### src/rtl/infix_pkg.sv
// Shared definitions for the infix-to-postfix tokenizer.
// Contents: token width, ASCII operator codes, controller state encoding,
// operator precedence and operator classification helpers.
package infix_pkg;

  localparam int TOK_W = 8;

  localparam logic [TOK_W-1:0] CH_ADD = 8'h2B;  // '+'
  localparam logic [TOK_W-1:0] CH_SUB = 8'h2D;  // '-'
  localparam logic [TOK_W-1:0] CH_MUL = 8'h2A;  // '*'
  localparam logic [TOK_W-1:0] CH_DIV = 8'h2F;  // '/'
  localparam logic [TOK_W-1:0] CH_LP  = 8'h28;  // '('
  localparam logic [TOK_W-1:0] CH_RP  = 8'h29;  // ')'

  typedef enum logic [2:0] {
    ST_IDLE      = 3'd0,
    ST_POP_PREC  = 3'd1,
    ST_POP_PAREN = 3'd2,
    ST_DRAIN     = 3'd3,
    ST_ERROR     = 3'd4
  } state_t;

  // '(' maps to 0 so that it never qualifies for popping against any operator.
  function automatic logic [1:0] prec(input logic [TOK_W-1:0] op);
    case (op)
      CH_MUL, CH_DIV: prec = 2'd2;
      CH_ADD, CH_SUB: prec = 2'd1;
      default:        prec = 2'd0;
    endcase
  endfunction

  function automatic logic is_arith(input logic [TOK_W-1:0] op);
    case (op)
      CH_ADD, CH_SUB, CH_MUL, CH_DIV: is_arith = 1'b1;
      default:                        is_arith = 1'b0;
    endcase
  endfunction

endpackage

### src/rtl/infix_tokenizer_shunt_if.sv
// Token-in / postfix-out bundle of the infix tokenizer.
// master: token producer (drives IN_*, observes everything else).
// slave : the tokenizer (consumes IN_*, drives BUSY, outputs, strobes, ERR).
interface infix_tokenizer_shunt_if;
  import infix_pkg::*;

  logic [TOK_W-1:0] IN_DATA;
  logic             IN_IS_OP;
  logic             IN_STB;
  logic             IN_END;
  logic             BUSY;
  logic [TOK_W-1:0] OUT_NUMBER;
  logic             NUMBER_STB;
  logic [TOK_W-1:0] OUT_SIGN;
  logic             SIGN_STB;
  logic             END_STB;
  logic             ERR;

  modport master (
    output IN_DATA, IN_IS_OP, IN_STB, IN_END,
    input  BUSY, OUT_NUMBER, NUMBER_STB, OUT_SIGN, SIGN_STB, END_STB, ERR
  );

  modport slave (
    input  IN_DATA, IN_IS_OP, IN_STB, IN_END,
    output BUSY, OUT_NUMBER, NUMBER_STB, OUT_SIGN, SIGN_STB, END_STB, ERR
  );

endinterface

### src/rtl/op_stack.sv
// Operator LIFO, OP_DEPTH entries of TOK_W bits.
// Ports: CLK, RST (async active-low), push/push_data, pop, top (current top,
// valid when !empty, read in the same cycle as the pop), empty, full.
// Push into a full stack and pop from an empty stack are ignored; the
// controller never requests push and pop together.
module op_stack
  import infix_pkg::*;
#(
  parameter int OP_DEPTH = 16,
  parameter int PTR_W    = $clog2(OP_DEPTH + 1)
) (
  input  logic             CLK,
  input  logic             RST,
  input  logic             push,
  input  logic             pop,
  input  logic [TOK_W-1:0] push_data,
  output logic [TOK_W-1:0] top,
  output logic             empty,
  output logic             full
);

  localparam int IDX_W = (OP_DEPTH > 1) ? $clog2(OP_DEPTH) : 1;

  logic [TOK_W-1:0] mem_r [OP_DEPTH];
  logic [PTR_W-1:0] ptr_r;
  logic [IDX_W-1:0] wr_idx_s;
  logic [IDX_W-1:0] rd_idx_s;

  assign empty    = (ptr_r == '0);
  assign full     = (ptr_r == PTR_W'(OP_DEPTH));
  assign wr_idx_s = ptr_r[IDX_W-1:0];
  assign rd_idx_s = wr_idx_s - IDX_W'(1);

  // Stack pointer: counts entries, guarded so it never wraps.
  always_ff @(posedge CLK or negedge RST) begin
    if (!RST) begin
      ptr_r <= '0;
    end else if (push && !full) begin
      ptr_r <= ptr_r + PTR_W'(1);
    end else if (pop && !empty) begin
      ptr_r <= ptr_r - PTR_W'(1);
    end else begin
      ptr_r <= ptr_r;
    end
  end

  // Entry storage, written at the current pointer on push.
  always_ff @(posedge CLK or negedge RST) begin
    if (!RST) begin
      for (int i = 0; i < OP_DEPTH; i++) begin
        mem_r[i] <= '0;
      end
    end else if (push && !full) begin
      mem_r[wr_idx_s] <= push_data;
    end
  end

  // Top-of-stack read; forced to zero when there is nothing stored.
  always_comb begin
    if (empty) begin
      top = '0;
    end else begin
      top = mem_r[rd_idx_s];
    end
  end

endmodule

### src/rtl/infix_tokenizer_shunt.sv
// Shunting-yard reorderer: infix tokens in, postfix numbers/operators out.
// Ports: CLK, RST (async active-low), bus (slave side of
// infix_tokenizer_shunt_if: IN_DATA/IN_IS_OP/IN_STB/IN_END in; BUSY,
// OUT_NUMBER/NUMBER_STB, OUT_SIGN/SIGN_STB, END_STB, ERR out, all registered).
// An END seen alone in IDLE performs the first drain step in that same cycle,
// so the first drained operator follows END with one cycle of latency.
module infix_tokenizer_shunt
  import infix_pkg::*;
#(
  parameter int OP_DEPTH = 16,
  parameter int PTR_W    = $clog2(OP_DEPTH + 1)
) (
  input logic                 CLK,
  input logic                 RST,
  infix_tokenizer_shunt_if.slave bus
);

  state_t           state_r, state_nx_s;
  logic [TOK_W-1:0] op_latch_r, op_latch_nx_s;
  logic             end_pend_r, end_pend_nx_s;

  logic             push_s, pop_s;
  logic [TOK_W-1:0] push_data_s;
  logic [TOK_W-1:0] top_s;
  logic             empty_s, full_s;

  logic             num_stb_s, sign_stb_s, end_stb_s;
  logic             qual_in_s, qual_latch_s;
  state_t           after_tok_s, resume_s;

  logic [TOK_W-1:0] out_number_r, out_sign_r;
  logic             number_stb_r, sign_stb_r, end_stb_r, busy_r, err_r;

  op_stack #(
    .OP_DEPTH (OP_DEPTH),
    .PTR_W    (PTR_W)
  ) u_stack (
    .CLK       (CLK),
    .RST       (RST),
    .push      (push_s),
    .pop       (pop_s),
    .push_data (push_data_s),
    .top       (top_s),
    .empty     (empty_s),
    .full      (full_s)
  );

  // "Top qualifies": non-empty, not a '(' barrier, and binds at least as tight.
  assign qual_in_s    = !empty_s && (top_s != CH_LP) && (prec(top_s) >= prec(bus.IN_DATA));
  assign qual_latch_s = !empty_s && (top_s != CH_LP) && (prec(top_s) >= prec(op_latch_r));

  // Where to go once a token finishes: straight into the drain if END came with it.
  assign after_tok_s = bus.IN_END ? ST_DRAIN : ST_IDLE;
  assign resume_s    = end_pend_r ? ST_DRAIN : ST_IDLE;

  // Next-state, stack control and strobe decisions.
  always_comb begin
    state_nx_s    = state_r;
    op_latch_nx_s = op_latch_r;
    end_pend_nx_s = end_pend_r;
    push_s        = 1'b0;
    pop_s         = 1'b0;
    push_data_s   = '0;
    num_stb_s     = 1'b0;
    sign_stb_s    = 1'b0;
    end_stb_s     = 1'b0;

    case (state_r)
      ST_IDLE: begin
        if (bus.IN_STB) begin
          if (!bus.IN_IS_OP) begin
            num_stb_s  = 1'b1;
            state_nx_s = after_tok_s;
          end else if (bus.IN_DATA == CH_LP) begin
            if (full_s) begin
              state_nx_s = ST_ERROR;
            end else begin
              push_s      = 1'b1;
              push_data_s = bus.IN_DATA;
              state_nx_s  = after_tok_s;
            end
          end else if (is_arith(bus.IN_DATA)) begin
            if (qual_in_s) begin
              pop_s         = 1'b1;
              sign_stb_s    = 1'b1;
              op_latch_nx_s = bus.IN_DATA;
              end_pend_nx_s = bus.IN_END;
              state_nx_s    = ST_POP_PREC;
            end else if (full_s) begin
              state_nx_s = ST_ERROR;
            end else begin
              push_s      = 1'b1;
              push_data_s = bus.IN_DATA;
              state_nx_s  = after_tok_s;
            end
          end else if (bus.IN_DATA == CH_RP) begin
            if (empty_s) begin
              state_nx_s = ST_ERROR;
            end else if (top_s == CH_LP) begin
              pop_s      = 1'b1;
              state_nx_s = after_tok_s;
            end else begin
              pop_s         = 1'b1;
              sign_stb_s    = 1'b1;
              end_pend_nx_s = bus.IN_END;
              state_nx_s    = ST_POP_PAREN;
            end
          end else begin
            state_nx_s = ST_ERROR;
          end
        end else if (bus.IN_END) begin
          // First drain step happens right away.
          if (empty_s) begin
            end_stb_s = 1'b1;
          end else if (top_s == CH_LP) begin
            state_nx_s = ST_ERROR;
          end else begin
            pop_s      = 1'b1;
            sign_stb_s = 1'b1;
            state_nx_s = ST_DRAIN;
          end
        end else begin
          state_nx_s = ST_IDLE;
        end
      end

      ST_POP_PREC: begin
        if (qual_latch_s) begin
          pop_s      = 1'b1;
          sign_stb_s = 1'b1;
        end else if (full_s) begin
          state_nx_s = ST_ERROR;
        end else begin
          push_s        = 1'b1;
          push_data_s   = op_latch_r;
          end_pend_nx_s = 1'b0;
          state_nx_s    = resume_s;
        end
      end

      ST_POP_PAREN: begin
        if (empty_s) begin
          state_nx_s = ST_ERROR;
        end else if (top_s == CH_LP) begin
          pop_s         = 1'b1;
          end_pend_nx_s = 1'b0;
          state_nx_s    = resume_s;
        end else begin
          pop_s      = 1'b1;
          sign_stb_s = 1'b1;
        end
      end

      ST_DRAIN: begin
        if (empty_s) begin
          end_stb_s  = 1'b1;
          state_nx_s = ST_IDLE;
        end else if (top_s == CH_LP) begin
          state_nx_s = ST_ERROR;
        end else begin
          pop_s      = 1'b1;
          sign_stb_s = 1'b1;
        end
      end

      ST_ERROR: begin
        state_nx_s = ST_ERROR;
      end

      default: begin
        state_nx_s = ST_ERROR;
      end
    endcase
  end

  // Controller state and registered outputs; data outputs hold between strobes.
  always_ff @(posedge CLK or negedge RST) begin
    if (!RST) begin
      state_r      <= ST_IDLE;
      op_latch_r   <= '0;
      end_pend_r   <= 1'b0;
      out_number_r <= '0;
      out_sign_r   <= '0;
      number_stb_r <= 1'b0;
      sign_stb_r   <= 1'b0;
      end_stb_r    <= 1'b0;
      busy_r       <= 1'b0;
      err_r        <= 1'b0;
    end else begin
      state_r      <= state_nx_s;
      op_latch_r   <= op_latch_nx_s;
      end_pend_r   <= end_pend_nx_s;
      number_stb_r <= num_stb_s;
      sign_stb_r   <= sign_stb_s;
      end_stb_r    <= end_stb_s;
      busy_r       <= (state_nx_s != ST_IDLE);
      err_r        <= (state_nx_s == ST_ERROR);
      if (num_stb_s) begin
        out_number_r <= bus.IN_DATA;
      end
      if (sign_stb_s) begin
        out_sign_r <= top_s;
      end
    end
  end

  assign bus.OUT_NUMBER = out_number_r;
  assign bus.NUMBER_STB = number_stb_r;
  assign bus.OUT_SIGN   = out_sign_r;
  assign bus.SIGN_STB   = sign_stb_r;
  assign bus.END_STB    = end_stb_r;
  assign bus.BUSY       = busy_r;
  assign bus.ERR        = err_r;

endmodule

### src/flat_wrapper.sv
// flat-port wrapper written by rule: the top's interface ports become plain ports
module infix_tokenizer_shunt_flat import infix_pkg::*;
#(
  parameter int OP_DEPTH = 16,
  parameter int PTR_W    = $clog2(OP_DEPTH + 1)
)
  (CLK, RST, bus_IN_DATA, bus_IN_IS_OP, bus_IN_STB, bus_IN_END, bus_BUSY, bus_OUT_NUMBER, bus_NUMBER_STB, bus_OUT_SIGN, bus_SIGN_STB, bus_END_STB, bus_ERR);
  infix_tokenizer_shunt_if bus_i ();
  input logic CLK;
  input logic RST;
  input wire logic [$bits(bus_i.IN_DATA)-1:0] bus_IN_DATA;
  input wire logic [$bits(bus_i.IN_IS_OP)-1:0] bus_IN_IS_OP;
  input wire logic [$bits(bus_i.IN_STB)-1:0] bus_IN_STB;
  input wire logic [$bits(bus_i.IN_END)-1:0] bus_IN_END;
  output wire logic [$bits(bus_i.BUSY)-1:0] bus_BUSY;
  output wire logic [$bits(bus_i.OUT_NUMBER)-1:0] bus_OUT_NUMBER;
  output wire logic [$bits(bus_i.NUMBER_STB)-1:0] bus_NUMBER_STB;
  output wire logic [$bits(bus_i.OUT_SIGN)-1:0] bus_OUT_SIGN;
  output wire logic [$bits(bus_i.SIGN_STB)-1:0] bus_SIGN_STB;
  output wire logic [$bits(bus_i.END_STB)-1:0] bus_END_STB;
  output wire logic [$bits(bus_i.ERR)-1:0] bus_ERR;
  assign bus_i.IN_DATA = bus_IN_DATA;
  assign bus_i.IN_IS_OP = bus_IN_IS_OP;
  assign bus_i.IN_STB = bus_IN_STB;
  assign bus_i.IN_END = bus_IN_END;
  assign bus_BUSY = bus_i.BUSY;
  assign bus_OUT_NUMBER = bus_i.OUT_NUMBER;
  assign bus_NUMBER_STB = bus_i.NUMBER_STB;
  assign bus_OUT_SIGN = bus_i.OUT_SIGN;
  assign bus_SIGN_STB = bus_i.SIGN_STB;
  assign bus_END_STB = bus_i.END_STB;
  assign bus_ERR = bus_i.ERR;
  infix_tokenizer_shunt #(.OP_DEPTH(OP_DEPTH), .PTR_W(PTR_W)) u_core (.CLK(CLK), .RST(RST), .bus(bus_i));
endmodule
### config.mk
export PLATFORM = sky130hd
export DESIGN_NAME = infix_tokenizer_shunt_flat
export DESIGN_NICKNAME = d
export VERILOG_FILES = /design/src/rtl/infix_pkg.sv /design/src/rtl/infix_tokenizer_shunt_if.sv /design/src/rtl/op_stack.sv /design/src/rtl/infix_tokenizer_shunt.sv /design/src/flat_wrapper.sv
export SDC_FILE = /design/constraint.sdc
export NUM_CORES = 1
export LEC_CHECK = 0
export CAP_MARGIN = 30
export CORE_UTILIZATION = 30
export DETAILED_ROUTE_END_ITERATION = 10
export REMOVE_ABC_BUFFERS = 1
export SLEW_MARGIN = 20
export SYNTH_ARGS = -nofsm -noshare
export SYNTH_HDL_FRONTEND = slang
export SYNTH_HIERARCHICAL = 1
export SYNTH_SLANG_ARGS = --single-unit
export TNS_END_PERCENT = 20
### constraint.sdc
create_clock -name CLK -period 8 [get_ports CLK]
set_clock_uncertainty 0.15 [all_clocks]
set_input_delay 2.4 -clock CLK [delete_from_list [all_inputs] [get_ports CLK]]
set_output_delay 2.4 -clock CLK [all_outputs]
set_load 0.05 [all_outputs]
==> results.toml, run 1 <==
[pwr]
power_leakage_nw = 4.39
max-vdd-ir-drop_uv = 141
power_per_cell_area_nw_per_um2 = 174
total_power_mw = 1.68

[yosys]
syn_inst = 598
synth_xor_area_share_pct = 1.14
synth_mux_area_share_pct = 31.2
synth_fa_ha_area_share_pct = 2.03
synthSimpleGateAreaFrac_pct = 7.83
synth_top_family_by_area = "multiplexers"
seq_area_frac_synth_pct = 49.6
synthArstFlopShare_pct = 100
yosys_warnings = 6
synth_compound_area_share_pct = 5.75
syn_avg_cell_area_sq_um = 14.0
synth_edf_count = 0
synth_largest_area_cell = "dfrtp_1"
synth_top_area_share_pct = 49.6
synth_seq_cells = 166
synth.area.top_cells = "dfrtp_1 (50%), mux2_2 (20%), mux4_2 (8.6%)"
netlist_top_cells_count = "dfrtp_1 (166), mux2_2 (146), mux4_2 (32)"
ys.flop_type = "dfrtp_1"
netlist_area_sq_um = 8370
synth_cell_types = 73
post-synth-top-count-cell = "dfrtp_1"

[floorplanning]
num_io_pins = 34
die_w_um = 169
start_util_pct = 30.8
placeableCoreArea_sq_um = 27200
die_y_um = 169
die-area_sq_um = 28600
rows = 60

[worst_setup_path]
r2r_setup_slack_ps = 1510
crit_path_start_kind = "flop"
cp_max_fo = 25
critical_path_required_ps = 8200
crit_start = "u_core/u_stack/ptr_r[1]$_DFFE_PN0P_"
critPathKind = "flop to flop"
crit_path_cell_trace = "inv_1 -> ha_1 -> buf_4 -> mux4_2 -> mux2i_1 -> o22ai_1 -> nor2_1 -> and4b_1 -> nand3_1 -> ha_1 -> nand2b_1 -> a21oi_2 -> o41ai_4 -> nor4_2 -> or2_2 -> nand2b_1 -> fa_1 -> a21o_1 -> a21oi_1 -> mux2_2 -> mux2i_1"
r2r_cells = 21
worst_r2r_endpoint = "u_core/u_stack/ptr_r[4]$_DFFE_PN0P_"
crit_buf_inv = 2
worstReg2RegStart = "u_core/u_stack/ptr_r[1]$_DFFE_PN0P_"
slowest_delay_ps = 560
cpLargestDelayFamily = "simple AND/OR/NAND/NOR gates"
cp-end-kind = "flop"
arrival_ps = 6680
cpMaxStageDelayCell = "ha_1"

[drt]
drtIter0Drc = 251
wire_per_inst_um = 17.9
firstDrtPassIters = 4
num_vias = 5014
drt_wl_total_um = 18100
viasPerCell = 4.96
route.detailed.drc = 0
ant_nets = 0

[timing]
slew_violations = 0
slew_headroom_pct = 47.2
layout_min_cycle_time_ps = 6490
fin_tns_setup_ps = 0
max_slew.worst_pin.slew_ps = 792
whs_ps = 343
setup_viol = 0
hold_violations = 0
fmax_mhz = 154
rsz0062_at_grt = "false"
fin_crit_sh_pct = 81.1

[clocking]
clk_pin_slew_ps = 70
cts_tree = "done"
clockRootBuffer = "clkbuf_16"
cts_made_buffers = 17
cts.htree.levels = 4
cts_buffer_depth = 2
cts.hold.buffers_added = 0
cts_resized = 0
cts.sink_count = 166
post_cts_buffers = 0
clock_latency_ps = 420

[min_path]
hp-start = "u_core/u_stack/mem_r[17]$_DFFE_PN0P_"
hold_path_depth = 1
hp-class = "flop to flop"
hold_end = "u_core/u_stack/mem_r[17]$_DFFE_PN0P_"

[finish]
instances_no_fill = 1010
drive_above_1_share_pct = 38.4
fill_cells = 2666
diodes = 0
finalInstanceArea_sq_um = 9670
area_growth_syn_to_layout_pct = 15.5
nets = 651

[grt]
grt_use_met1_pct = 18.9
grt.busiest_layer = "met2"
grt_max_degree = 102
met2_usage_pct = 21.2
grt_pass1_vias = 5151
antenna_found_initial = 0
grtUsageTotal_pct = 13.6
grt-ovfl-total = 0
grt.met3_usage_pct = 2.76
grt_pass1_wl_um = 29400

[run_status]
outcome = "finished clean"

[placed_design]
hpwl_um = 11900
place_inst = 976
place.gp.congestion = 0.872
place.port_buffers = 33
place_area_sq_um = 9050

[run]
drv_cap = 0
area by class of cell:
type | instances | area [sq um] | area share, %
clock buffers | 18 | 429 | 4.44
repair buffers | 39 | 417 | 4.31
inverters | 13 | 48.8 | 0.505
flip-flops and latches | 166 | 4160 | 43.0
well taps | 372 | 465 | 4.81
multi-input cells | 388 | 4020 | 41.5
clock inverters | 14 | 139 | 1.44
cells by family after synthesis:
| kind of cell | Yosys count |
|---|---|
| muxes | 201 |
| DFF | 166 |
| and+or+nand+nor | 104 |
| AOI/OAI and AO/OA | 60 |
| buffers and inverters | 44 |
| adders and majority gates | 13 |
| xor gates and xnor gates | 10 |
per-layer routing:
layer,vias to the layer above,routed length [um]
li1,2297,-
met1,2605,8910
met2,95,8330
met3,17,563
met4,0,269
met5,-,0
flip-flops by register name (all words and copies together), names as in the netlist:
register and cells:
u_core/u_stack/mem_r 128, u_core/bus.OUT_NUMBER 8, u_core/bus.OUT_SIGN 8, u_core/op_latch_r 8, u_core/u_stack/ptr_r 5, u_core/state_r 3
u_core/bus.BUSY 1, u_core/bus.END_STB 1, u_core/bus.ERR 1, u_core/bus.NUMBER_STB 1, u_core/bus.SIGN_STB 1, u_core/end_pend_r 1
stage by stage:
step	util, %	worst slack [ps]
2_1_floorplan	-	1060
3_3_place_gp	33.3	1140
3_5_place_dp	33.3	1070
4_1_cts	35.4	1490
5_1_grt	35.6	1080
6_report	35.6	1510
layout by cell type (no fill, tap or decap), drive strengths merged, types with 2 or more instances in the layout:
cell type,count
dfrtp,166
mux2,151
clkdlybuf4s50,32
mux4,32
nand2,25
inv,19
mux2i,18
clkbuf,18
nor2,14
ha,12
a21oi,11
nand3,10
and2,10
a21o,8
o21ai,8
o22ai,8
nor3,7
buf,7
and3,6
nand2b,6
clkinv,6
xnor2,6
xor2,4
nor2b,4
nor4b,4
o211ai,3
nand4,3
a22o,3
nor4,3
o221ai,2
a211o,2
a31oi,2
nand4b,2
and4bb,2
nor3b,2
a21boi,2
how the worst max path moves through the flow:
stage                                               end  cells after the start
floorplan           u_core/u_stack/ptr_r[4]$_DFFE_PN0P_                     19
global placement    u_core/u_stack/ptr_r[4]$_DFFE_PN0P_                     16
detailed placement  u_core/u_stack/ptr_r[4]$_DFFE_PN0P_                     16
CTS                 u_core/u_stack/ptr_r[4]$_DFFE_PN0P_                     21
global route        u_core/u_stack/ptr_r[4]$_DFFE_PN0P_                     21
finish              u_core/u_stack/ptr_r[4]$_DFFE_PN0P_                     21
power breakdown:
part / internal [mW] / switching, mW / leakage [nW] / total [mW]
Sequential: 0.841 / 0.00104 / 2.30 / 0.842
Combinational: 0.0173 / 0.0347 / 1.81 / 0.0520
Clock: 0.436 / 0.353 / 0.277 / 0.789
Note: power is estimated with default switching activity, not from simulation.
==> run 2, diff against run 1 <==
clock period = 6.4 ns   (was 8 ns; I/O delays follow)
==> results.toml, run 2 (synthesized netlist as in run 1, its figures left out) <==
[pwr]
power_per_cell_area_nw_per_um2 = 230
p_clk_share_pct = 50.4
power_leakage_nw = 4.47
total_power_mw = 2.25
sequentialPowerShare_pct = 46.7
p_switching_mw = 0.500
max-vdd-ir-drop_uv = 181
p_sw_share_pct = 22.2
intPower_mw = 1.75
pwr-share-comb_pct = 2.9

[timing]
hold_violations = 0
fin_crit_sh_pct = 91.4
rsz0062_at_grt = "false"
whs_ps = 345
layout_min_cycle_time_ps = 5850
slew_violations = 0
slew_headroom_pct = 46.1
max_slew.worst_pin.slew_ps = 804
fin_tns_setup_ps = 0
setup_viol = 0
fmax_mhz = 171

[placed_design]
place_area_sq_um = 9130
place.gp.congestion = 0.851
hpwl_um = 12400
place.port_buffers = 33

[finish]
largest_reg_flops = 128
layout_common_cells = "dfrtp_1 (165), mux2_2 (146), clkdlybuf4s50_1 (32), mux4_2 (32), nand2_1 (20)"
top_register = "u_core/u_stack/mem_r"
multi_input_area_sq_um = 4020
diodes = 0
finalInstanceArea_sq_um = 9810
final_common_cell = "dfrtp_1"
nets = 661
fill_cells = 2650
drive_above_1_share_pct = 39.4
area_growth_syn_to_layout_pct = 17.1
seqCellArea_sq_um = 4160

[worst_setup_path]
arrival_ps = 6050
crit_end = "u_core/u_stack/ptr_r[4]$_DFFE_PN0P_"
cp-end-kind = "flop"
critPathKind = "flop to flop"
crit_start = "u_core/u_stack/ptr_r[1]$_DFFE_PN0P_"
crit_path_start_kind = "flop"
worstReg2RegStart = "u_core/u_stack/ptr_r[1]$_DFFE_PN0P_"
worst_r2r_endpoint = "u_core/u_stack/ptr_r[4]$_DFFE_PN0P_"
cp_max_fo = 16
r2r_cells = 21
r2r_setup_slack_ps = 550
critical_path_required_ps = 6600

[floorplanning]
die_y_um = 169
rows = 60
die_w_um = 169
num_io_pins = 34
start_util_pct = 30.8
die-area_sq_um = 28600
placeableCoreArea_sq_um = 27200

[grt]
grt_pass1_wl_um = 29900
grtUsageTotal_pct = 13.9
grt_pass1_vias = 5127
grt_max_degree = 96
grt-ovfl-total = 0
antenna_found_initial = 0

[clocking]
clockRootBuffer = "clkbuf_16"
clk_pin_slew_ps = 60
clock_latency_ps = 440
cts.sink_count = 166
cts_buffer_depth = 2
cts.htree.levels = 4
cts_tree = "done"
cts_made_buffers = 17

[run]
drv_cap = 0

[drt]
num_vias = 5169
drt_wl_total_um = 18900
viasPerCell = 5.07
firstDrtPassIters = 7
ant_nets = 0
wire_per_inst_um = 18.5
drtIter0Drc = 391
route.detailed.drc = 0

[run_status]
outcome = "finished clean"

[min_path]
hp-class = "flop to flop"
hold_path_depth = 1
[run 2: changes by cell type in the layout (fill, tap and decap cells not counted), moves of 3 or more]
cell | previous run | this run
buf_4 | 4 | 15
clkinv_4 | 5 | 1
bufinv_16 | 1 | 4
inv_8 | 0 | 3
[run 2: final cells by class]
type | instances | area share (%)
Clock buffer | 19 | 4.52
Clock inverter | 13 | 2.11
Inverter | 13 | 0.498
Multi-Input combinational cell | 388 | 40.9
Sequential cell | 166 | 42.4
Tap cell | 372 | 4.75
Timing Repair Buffer | 49 | 4.81
[run 2: layer usage]
layer	up-vias	wire length [um]	track usage [%]
li1	2314	-	-
met3	20	846	3.18
met5	-	0	0
met4	0	249	4.39
met1	2708	9050	19.1
met2	127	8720	21.6
[run 2: worst max-delay path, cell delays in order (launching register included)]
cell	delay, ps
dfrtp_1	510
inv_1	130
ha_1	320
buf_4	260
buf_4	220
mux4_2	230
mux2i_1	90
o22ai_1	410
and4b_1	290
nand3_1	160
ha_1	350
nand2b_1	140
a21o_1	230
nand2_1	160
and2_1	280
or2_2	270
nand2b_1	210
fa_1	450
a21o_1	190
a21oi_1	240
mux2_2	370
mux2i_1	120
[run 2: worst min path at each step]
stage	from	to	slack [ps]
after floorplan	u_core/op_latch_r[3]$_DFFE_PN0P_	u_core/op_latch_r[3]$_DFFE_PN0P_	310
after global placement	u_core/u_stack/mem_r[17]$_DFFE_PN0P_	u_core/u_stack/mem_r[17]$_DFFE_PN0P_	320
after detailed placement	u_core/op_latch_r[5]$_DFFE_PN0P_	u_core/op_latch_r[5]$_DFFE_PN0P_	330
after CTS	u_core/op_latch_r[5]$_DFFE_PN0P_	u_core/op_latch_r[5]$_DFFE_PN0P_	350
after global routing	u_core/u_stack/mem_r[81]$_DFFE_PN0P_	u_core/u_stack/mem_r[81]$_DFFE_PN0P_	360
final	u_core/u_stack/mem_r[18]$_DFFE_PN0P_	u_core/u_stack/mem_r[18]$_DFFE_PN0P_	350
[run 2: power by group through the flow]
stage / Combinational, mW / Sequential (mW) / Clock (mW)
after floorplan: 0.0141 / 1.08 / 0
after global placement: 0.0646 / 1.07 / 0
after detailed placement: 0.0639 / 1.07 / 0
after CTS: 0.0642 / 1.05 / 1.16
after global routing: 0.0718 / 1.05 / 1.20
final: 0.0648 / 1.05 / 1.13
[run 2: stage by stage]
step | setup WS (ps) | cells | util [%]
floorplan | -539 | 567 | -
finish | 547 | 1020 | 36.1
CTS | 438 | 1019 | 36.0
detailed placement | 278 | 987 | 33.6
global route | 93.7 | 1020 | 36.1
global placement | 400 | 987 | 33.6
[run 2: what timing repair did]
item                       CTS  global route
setup endpoints to repair    0             1
hold buffers                 0             0
gates resized for setup      0             1
setup buffers                0             0
==> run 3, diff against run 2 <==
MAX_ROUTING_LAYER = met4   (was unset)
==> results.toml, run 3 (synthesized netlist as in run 1, its figures left out) <==
[run_status]
outcome = "finished clean"

[placed_design]
place.gp.congestion = 0.864
place_ws_ps = 278
place.port_buffers = 33
place_area_sq_um = 9130
hpwl_um = 12400

[worst_setup_path]
arrival_ps = 6060
critPathKind = "flop to flop"
r2r_cells = 21
slowest_delay_ps = 510
cp_max_fo = 16
crit_start = "u_core/u_stack/ptr_r[1]$_DFFE_PN0P_"
critical_path_required_ps = 6600
cp-end-kind = "flop"
crit_path_cell_trace = "inv_1 -> ha_1 -> buf_4 -> buf_4 -> mux4_2 -> mux2i_1 -> o22ai_1 -> and4b_1 -> nand3_1 -> ha_1 -> nand2b_1 -> a21o_1 -> nand2_1 -> and2_1 -> or2_2 -> nand2b_1 -> fa_1 -> a21o_1 -> a21oi_1 -> mux2_2 -> mux2i_1"
worstReg2RegStart = "u_core/u_stack/ptr_r[1]$_DFFE_PN0P_"
cpMaxStageDelayCell = "dfrtp_1"
crit_path_start_kind = "flop"

[drt]
num_vias = 5209
drtIter0Drc = 409
drt_wl_total_um = 18900
firstDrtPassIters = 5
wire_per_inst_um = 18.5
viasPerCell = 5.11
ant_nets = 0
route.detailed.drc = 0

[grt]
grt-ovfl-total = 0
antenna_found_initial = 0
grt_pass1_wl_um = 29900
grtUsageTotal_pct = 14.3
grt_pass1_vias = 5135
grt_max_degree = 96

[timing]
setup_ws_ps = 542
fmax_mhz = 171
slew_violations = 0
hold_violations = 0
whs_ps = 345
fin_crit_sh_pct = 91.5
rsz0062_at_grt = "false"
slew_headroom_pct = 47.3
max_slew.worst_pin.slew_ps = 787
layout_min_cycle_time_ps = 5860
setup_viol = 0

[clocking]
cts.hold.buffers_added = 0
cts.sink_count = 166
clock_latency_ps = 430
cts_buffer_depth = 2
clockRootBuffer = "clkbuf_16"
cts.htree.levels = 4
cts_made_buffers = 17
cts_resized = 0
post_cts_buffers = 0
clk_pin_slew_ps = 70
cts_tree = "done"

[pwr]
total_power_mw = 2.25
p_switching_mw = 0.502
p_sw_share_pct = 22.3
intPower_mw = 1.75
pwr-share-comb_pct = 2.9
power_leakage_nw = 4.47
p_clk_share_pct = 50.4
power_per_cell_area_nw_per_um2 = 230
max-vdd-ir-drop_uv = 179
sequentialPowerShare_pct = 46.7

[min_path]
hp-start = "u_core/u_stack/mem_r[18]$_DFFE_PN0P_"
hp-class = "flop to flop"
hold_path_depth = 1

[finish]
fill_cells = 2648
final_common_cell = "dfrtp_1"
layout_common_cells = "dfrtp_1 (165), mux2_2 (146), clkdlybuf4s50_1 (32), mux4_2 (32), nand2_1 (20)"
area_growth_syn_to_layout_pct = 17.1
finalInstanceArea_sq_um = 9810
drive_above_1_share_pct = 39.4
finish.utilization_pct = 36.1
largest_reg_flops = 128
top_register = "u_core/u_stack/mem_r"
nets = 661
diodes = 0

[floorplanning]
num_io_pins = 34
placeableCoreArea_sq_um = 27200
die-area_sq_um = 28600
rows = 60
die_w_um = 169
start_util_pct = 30.8
die_y_um = 169

[run]
drv_cap = 0
## run 3: cell counts in the layout (fill, tap and decap cells not counted)
Identical to the previous run, type by type.
## run 3: final timing paths
| check | end | slack [ps] |
|---|---|---|
| min reg2reg | u_core/u_stack/mem_r[18]$_DFFE_PN0P_ | 350 |
| max reg2reg | u_core/u_stack/ptr_r[4]$_DFFE_PN0P_ | 540 |
| max | u_core/u_stack/ptr_r[4]$_DFFE_PN0P_ | 540 |
| min | u_core/u_stack/mem_r[18]$_DFFE_PN0P_ | 350 |
| min in group asynchronous | u_core/bus.SIGN_STB$_DFF_PN0_ | 1170 |
| max in group asynchronous | u_core/u_stack/mem_r[14]$_DFFE_PN0P_ | 3730 |
## run 3: final cells by class
| cell class | instances | area [sq um] | area share [%] |
|---|---|---|---|
| Tap cell | 372 | 465 | 4.75 |
| Timing Repair Buffer | 49 | 472 | 4.81 |
| Sequential cell | 166 | 4160 | 42.4 |
| Clock inverter | 13 | 206 | 2.11 |
| Clock buffer | 19 | 443 | 4.52 |
| Multi-Input combinational cell | 388 | 4020 | 40.9 |
| Inverter | 13 | 48.8 | 0.498 |
## run 3: worst max-delay path: cells and delay by family (launching register included)
kind	cells	cell delay [ps]
mux	4	820
fa+ha+maj	3	1120
compound gates	4	1050
flops	1	510
buf+inv	3	620
simple gates	7	1520
## run 3: layer usage
layer,routed length [um],track usage [%],up-vias
li1,-,-,2317
met1,8940,19.2,2742
met2,8790,21.5,129
met3,850,3.20,21
met4,297,4.39,0
met5,0,-,-
## run 3: power by group through the flow
stage                     sequential, mW  combinational, mW  clock, mW
after floorplan                     1.08             0.0141          0
after global placement              1.07             0.0646          0
after detailed placement            1.07             0.0639          0
after CTS                           1.05             0.0642       1.16
after global routing                1.05             0.0719       1.20
final                               1.05             0.0649       1.14
## run 3: per-stage QoR
stage          cells  setup TNS, ps
4_1_cts         1019              0
2_1_floorplan    567          -4630
3_5_place_dp     987              0
6_report        1020              0
3_3_place_gp     987              0
5_1_grt         1020              0
